==> src/rtl/montador_serial_nibble.sv <==
`default_nettype none
// ============================================================================
// Module   : montador_serial_nibble
// Purpose  : Serial-to-parallel front end for a 4-bit parallel-load register.
//            Receives frames of 4 data bits (MSB first) followed by one odd
//            parity bit. A good frame is presented on d with a one-cycle ld
//            strobe. An abort becomes a one-cycle clr strobe. Parity failures
//            and inter-bit timeouts are flagged with one-cycle pulses.
// Ports    : clk      - clock, rising edge
//            rst      - synchronous active-high reset
//            s_in     - serial data bit
//            s_valid  - s_in is sampled when high
//            abort    - drop the partial frame and request a register clear
//            d        - assembled nibble, held until the next good frame
//            ld       - one-cycle load strobe (d valid in the same cycle)
//            clr      - one-cycle clear strobe
//            err_par  - one-cycle parity error pulse
//            err_to   - one-cycle timeout pulse
//            busy     - a frame is partially received
// Revision : 1.0 - initial release
// ============================================================================
module montador_serial_nibble #(
    parameter int TIMEOUT = 8
) (
    input  logic       clk,
    input  logic       rst,
    input  logic       s_in,
    input  logic       s_valid,
    input  logic       abort,
    output logic [3:0] d,
    output logic       ld,
    output logic       clr,
    output logic       err_par,
    output logic       err_to,
    output logic       busy
);

    localparam logic       S_IDLE  = 1'b0;
    localparam logic       S_SHIFT = 1'b1;
    // The counter value that, plus one more idle edge, reaches TIMEOUT.
    localparam logic [7:0] c_IDLE_LAST = 8'(TIMEOUT - 1);

    logic       state_q,   state_d;
    logic [2:0] cnt_q,     cnt_d;
    logic [7:0] idle_q,    idle_d;
    logic [3:0] sh_q,      sh_d;
    logic [3:0] d_q,       d_d;
    logic       ld_q,      ld_d;
    logic       clr_q,     clr_d;
    logic       err_par_q, err_par_d;
    logic       err_to_q,  err_to_d;
    logic       busy_q,    busy_d;

    logic       w_good;
    logic       w_bad;
    logic       w_abort;
    logic       w_timeout;

    // ------------------------------------------------------------------
    // State and datapath registers
    // ------------------------------------------------------------------
    always_ff @(posedge clk) begin
        if (rst) begin
            state_q   <= S_IDLE;
            cnt_q     <= 3'd0;
            idle_q    <= 8'd0;
            sh_q      <= 4'd0;
            d_q       <= 4'd0;
            ld_q      <= 1'b0;
            clr_q     <= 1'b0;
            err_par_q <= 1'b0;
            err_to_q  <= 1'b0;
            busy_q    <= 1'b0;
        end else begin
            state_q   <= state_d;
            cnt_q     <= cnt_d;
            idle_q    <= idle_d;
            sh_q      <= sh_d;
            d_q       <= d_d;
            ld_q      <= ld_d;
            clr_q     <= clr_d;
            err_par_q <= err_par_d;
            err_to_q  <= err_to_d;
            busy_q    <= busy_d;
        end
    end

    // ------------------------------------------------------------------
    // Next-state logic
    // ------------------------------------------------------------------
    always_comb begin
        cnt_d     = cnt_q;
        idle_d    = idle_q;
        sh_d      = sh_q;
        d_d       = d_q;
        w_good    = 1'b0;
        w_bad     = 1'b0;
        w_abort   = 1'b0;
        w_timeout = 1'b0;

        if (abort) begin
            // Abort wins over a simultaneous bit, even the parity bit.
            cnt_d   = 3'd0;
            idle_d  = 8'd0;
            w_abort = 1'b1;
        end else if (s_valid) begin
            idle_d = 8'd0;
            if (cnt_q == 3'd4) begin
                // Parity bit: odd parity over the 4 data bits plus this bit.
                cnt_d = 3'd0;
                if ((^sh_q) ^ s_in) begin
                    d_d    = sh_q;
                    w_good = 1'b1;
                end else begin
                    w_bad  = 1'b1;
                end
            end else begin
                sh_d  = {sh_q[2:0], s_in};
                cnt_d = cnt_q + 3'd1;
            end
        end else if (state_q == S_SHIFT) begin
            if (idle_q == c_IDLE_LAST) begin
                cnt_d     = 3'd0;
                idle_d    = 8'd0;
                w_timeout = 1'b1;
            end else begin
                idle_d = idle_q + 8'd1;
            end
        end

        state_d = (cnt_d != 3'd0) ? S_SHIFT : S_IDLE;
    end

    // ------------------------------------------------------------------
    // Output logic (registered on the next edge)
    // ------------------------------------------------------------------
    always_comb begin
        ld_d      = w_good;
        clr_d     = w_abort;
        err_par_d = w_bad;
        err_to_d  = w_timeout;
        busy_d    = (state_d == S_SHIFT);
    end

    assign d       = d_q;
    assign ld      = ld_q;
    assign clr     = clr_q;
    assign err_par = err_par_q;
    assign err_to  = err_to_q;
    assign busy    = busy_q;

endmodule
`default_nettype wire

==> config.mk <==
export PLATFORM = sky130hd
export DESIGN_NAME = montador_serial_nibble
export DESIGN_NICKNAME = d
export VERILOG_FILES = /design/src/rtl/montador_serial_nibble.sv
export SDC_FILE = /design/constraint.sdc
export NUM_CORES = 1
export LEC_CHECK = 0
export BUFFER_PORTS_ARGS = -buffer_cell sky130_fd_sc_hd__clkbuf_2
export CAP_MARGIN = 20
export CORE_UTILIZATION = 50
export CTS_BUF_LIST = sky130_fd_sc_hd__clkbuf_16
export DETAILED_ROUTE_END_ITERATION = 10
export PLACE_DENSITY = 0.71
export SLEW_MARGIN = 0
export SYNTH_ARGS = -nofsm -noshare
export SYNTH_HDL_FRONTEND = slang
export SYNTH_SLANG_ARGS = --single-unit
==> constraint.sdc <==
create_clock -name clk -period 3.8 [get_ports clk]
set_clock_uncertainty 0.15 [all_clocks]
set_input_delay 0.19 -clock clk [delete_from_list [all_inputs] [get_ports clk]]
set_output_delay 0.19 -clock clk [all_outputs]
set_load 0.03 [all_outputs]
* Yosys cells after proc, flatten, opt, wreduce, memory -nomap -nowiden
Index checks and enable logic that the tools add are counted.
Word-level totals: register bits 24, word-level logic and storage cells 36, output and inout bits 9
Cells by class: equal/unequal tests 2, add/sub/neg operators 2, multiplexer cells 11, reduce and logical (&&, ||, !) cells 7, bitwise logic cells 5
Operator list (number):
- $mux W3 | 5
- $add A8 B1 Y8 const B | 1
- $eq A8 B3 Y1 const B | 1
- $mux W8 | 1
- $reduce_or A4 Y1 | 2
- $mux W1 | 5
- $not A1 Y1 | 4
- $reduce_and A4 Y1 | 1
- $reduce_xor A4 Y1 | 1
- $add A3 B1 Y3 const B | 1
- $eq A3 B3 Y1 const B | 1
- $reduce_and A3 Y1 | 1
- $reduce_bool A3 Y1 | 1
- $reduce_or A3 Y1 | 1
- $xor A1 B1 Y1 | 1

* Depth between registers and ports, before layout
depth in word-level cells 7, mapped depth 6

* Worst setup path before layout
OpenSTA, ideal clock, no wires.
path kind reg-to-reg, from reg idle_q[3], to reg busy_q, in the netlist busy, period minus slack after synthesis 2016 ps, stages on the path, launching flop included 5, data required time 3523 ps, data arrival time 1739 ps, setup slack 1784 ps, cell sequence dfxtp_1 -> or4_4 -> or3_1 -> o211a_1 -> or3_1
On the way: longest elaborated chain between the ends 7
Ends and longest elaborated chain:
- start, declared | RTL line 45 | logic [7:0] idle_q, idle_d;
- start signal, assigned | RTL line 77 | idle_q <= idle_d;
- $eq A8 B3 Y1 | RTL line 122 | if (idle_q == c_IDLE_LAST) begin
- $mux W3 | RTL line 122
- $mux W3 | RTL line 121 | end else if (state_q == S_SHIFT) begin
- $mux W3 | RTL line 106 | end else if (s_valid) begin
- $mux W3 | RTL line 101 | if (abort) begin
- $reduce_bool A3 Y1 | RTL line 131 | state_d = (cnt_d != 3'd0) ? S_SHIFT : S_IDLE;
- $mux W1 | RTL line 131
- end signal, assigned | RTL line 84 | busy_q <= busy_d;
- end, declared | RTL line 52 | logic busy_q, busy_d;
Every way passes these cells. A chain may end at the register's enable or synchronous reset.

* Worst setup path after layout
Ends and elaborated chain as after synthesis.

==> metrics.md <==
| Metric | Value |
|---|---|
| Slew HR | 71.0% |
| GRT Total Usage | 16.8% |
| Multiplexer share of the synthesized area | 4.81% |
| Syn-to-layout area delta | 16.8% |
| Cell Area, Synth | 1040 sq um |
| Number of synthesized register bits | 24 |
| Hold Path Class | input port to flip-flop |
| Leakage | 0.507 nW |
| EDFF count, synth | 0 |
| Most common cell in the netlist | dfxtp_1 |
| Vias/cell | 5.05 |
| Grt met2 use | 28.5% |
| Fmax | 483 MHz |
| Largest net degree at the start of global routing | 16 |
| Setup slack after layout | 1.73 ns |
| Yosys warns | 0 |
| Predominant post-synthesis flop cell | dfxtp_1 |
| Critical Path AT | 2.06 ns |
| H-Tree Depth | 1 |
| Row cnt | 16 |
| Met1 GRT Util | 21.0% |
| Skew-Pair Late Insertion Delay | 0.25 ns |
| Post-synth top cells | dfxtp_1, nor2_1, mux2i_1, nand2b_1, or3_1 |
| Setup Viol. Count Final | 0 |
| Placer Congestion | 0.785 |
| Mean Syn Cell Area | 10.2 sq um |
| Critical path's most frequent cell | or3_1 |
| # Post-CTS Setup Buffers | 0 |
| Final hold vios | 0 |
| Hpwl dp | 1220 um |
| Top cell type's share of synthesized area | 46.2% |
| Mapped Cells | 102 |
| Sequential-to-total area share from yosys stat | 46.2% |
| Largest family of logic cells by synthesized area | simple AND/OR/NAND/NOR gates |
| Initial Utilization | 53.0% |
| CP endpoint kind | flip-flop |
| Syn_nets | 110 |
| Root buffer cell | clkbuf_16 |
| First-pass iteration count of the detailed router | 3 |
| Worst-margin pin slew | 0.434 ns |
| Setup TNS | 0 ns |
| Slowest Stage Delay on Critical Path | 0.54 ns |
| Crit Path Class | flip-flop to flip-flop |
| Worst path required time | 3.79 ns |
| Max IR drop VDD | 0.292 mV |
| DRC viols | 0 |
| Initial DRC Count | 7 |
| Async set-or-reset flop fraction in the synthesized netlist | 0% |
| Final min period | 2.07 ns |
| PD cells | 476 nW/um^2 |
| MaxCap Viol Count | 0 |
| Crit path cell chain | or4_4, or3_1, o211a_1, or3_1 |
| Pins Over Slew Limit | 0 |
| Hold Slack | 0.0524 ns |
| Finished Core Util | 61.9% |
| Core box area | 1960 sq um |
| Die area | 2270 sq um |
| Global-route wire length before repair | 2680 um |
| CTS resizes | 0 |
| Initial antenna violation count | 0 |
| Period Utilization, post-route | 54.5% |
| Synth Area in Adders | 3.61% |
| Simple-gate portion of the synthesized area | 21.7% |
| Port Buffers | 13 |
| # clock sinks | 24 |
| Hold-fix buffers, CTS | 0 |
| Final ANT Viol Nets | 0 |
| Fin nets | 125 |
| Via count of the first global-routing pass | 665 |
| Worst slack, placed | 1.71 ns |
| Fill cells | 173 |
| Total routed wirelength | 1630 um |
| Inserted Clock Buffers | 3 |
| CTS tree | yes |
| Area leader, netlist | dfxtp_1 |
| RSZ-0062 raised after global routing | no |
| Status | completed |
| Share of layout cells above drive strength 1 | 20.7% |
| Worst-path clk slew | 0.06 ns |
| Synth Area in Compound Gates | 11.4% |
| Via Count | 722 |
| Antenna Cells | 0 |
| Area contributors post-synth | dfxtp_1, mux2i_1, nor2_1 |
| Chip Height | 47.6 um |
| Die W | 47.6 um |
| Register Area | 480 sq um |
| WL/cell | 11.4 um |
| Max clock buf depth | 2 |
| Met3 Usage GRT | 3.40% |
| Most Crowded Layer GR | met2 |
| Critical-path maximum fanout | 5 |
| Synth cell types | 32 |
| Overflow after GRT | 0 |
| IO Pins | 14 |
| Multi-input gate area | 515 sq um |
| Worst Setup Start Kind | flip-flop |
| Slowest CP cell | or4_4 |
| XOR/XNOR Fraction of Synth Area | 8.06% |
per-layer routing:
layer | share of wire [%] | vias to the layer above | routed length (um)
met5 | 0 | - | 0
met4 | 0.68 | 0 | 11
met3 | 3.4 | 2 | 56
met2 | 47 | 13 | 761
met1 | 49 | 321 | 800
li1 | - | 386 | -
worst paths after layout:
kind         cells after the start      end       from  slack, ns
max                              4     busy  idle_q[3]       1.73
min                              3  sh_q[0]       s_in       0.05
max reg2reg                      4     busy  idle_q[3]       1.73
min reg2reg                      2     d[0]       d[0]       0.32
where the power goes:
part	internal (mW)	switching, mW	leakage (nW)
Clock	0.209	0.0855	0.0511
Combinational	0.0113	0.0149	0.262
Sequential	0.254	0.00326	0.194
Total	0.475	0.104	0.507
cell usage in the layout, fill, tap and decap left out, drive strengths merged:
cell     count
clkbuf      16
a2bb2oi      4
nand2        4
or3          5
inv          4
nor2        13
a21oi        3
xnor2        3
nor2b        1
o211a        1
or2          2
ha           3
bufinv       1
nand4        3
o22ai        1
a31oi        1
nand3        2
dfxtp       24
nand2b       5
o21ai        3
xor2         4
or4          1
nor3         3
xnor3        1
mux2i        5
nand4b       1
nand3b       1
o31ai        1
flip-flops by register name, indices dropped and copies added, names as in the netlist:
register / count
sh_q: 4
err_to: 1
idle_q: 8
d: 4
ld: 1
err_par: 1
clr: 1
busy: 1
cnt_q: 3
metrics by stage:
| stage | power (mW) | std cells | area, sq um |
|---|---|---|---|
| floorplan | 0.285 | 102 | 1040 |
| global placement | 0.289 | 139 | 1110 |
| detailed placement | 0.290 | 139 | 1110 |
| CTS | 0.584 | 143 | 1210 |
| global route | 0.595 | 143 | 1210 |
| finish | 0.579 | 143 | 1210 |
cell families after synthesis:
family	Yosys count
mux	5
buf+inv	7
flops	24
compound gates	14
fa+ha+maj	3
simple gates	41
xor+xnor	8
final cells by class:
class	count	share of cell area (%)
multi-input cells	71	42.4
clock buffers	3	6.18
well taps	27	2.78
clock inverters	1	2.47
inverters	4	1.24
flip-flops and latches	24	39.5
repair buffers	13	5.36
critical path: cells and delay by family (launching register included):
kind / cells / cell delay, ns
AO/OA/AOI/OAI: 1 / 0.22
flip-flops: 1 / 0.35
AND/OR/NAND/NOR: 3 / 1.23
Power figures use the tool's default switching activity.
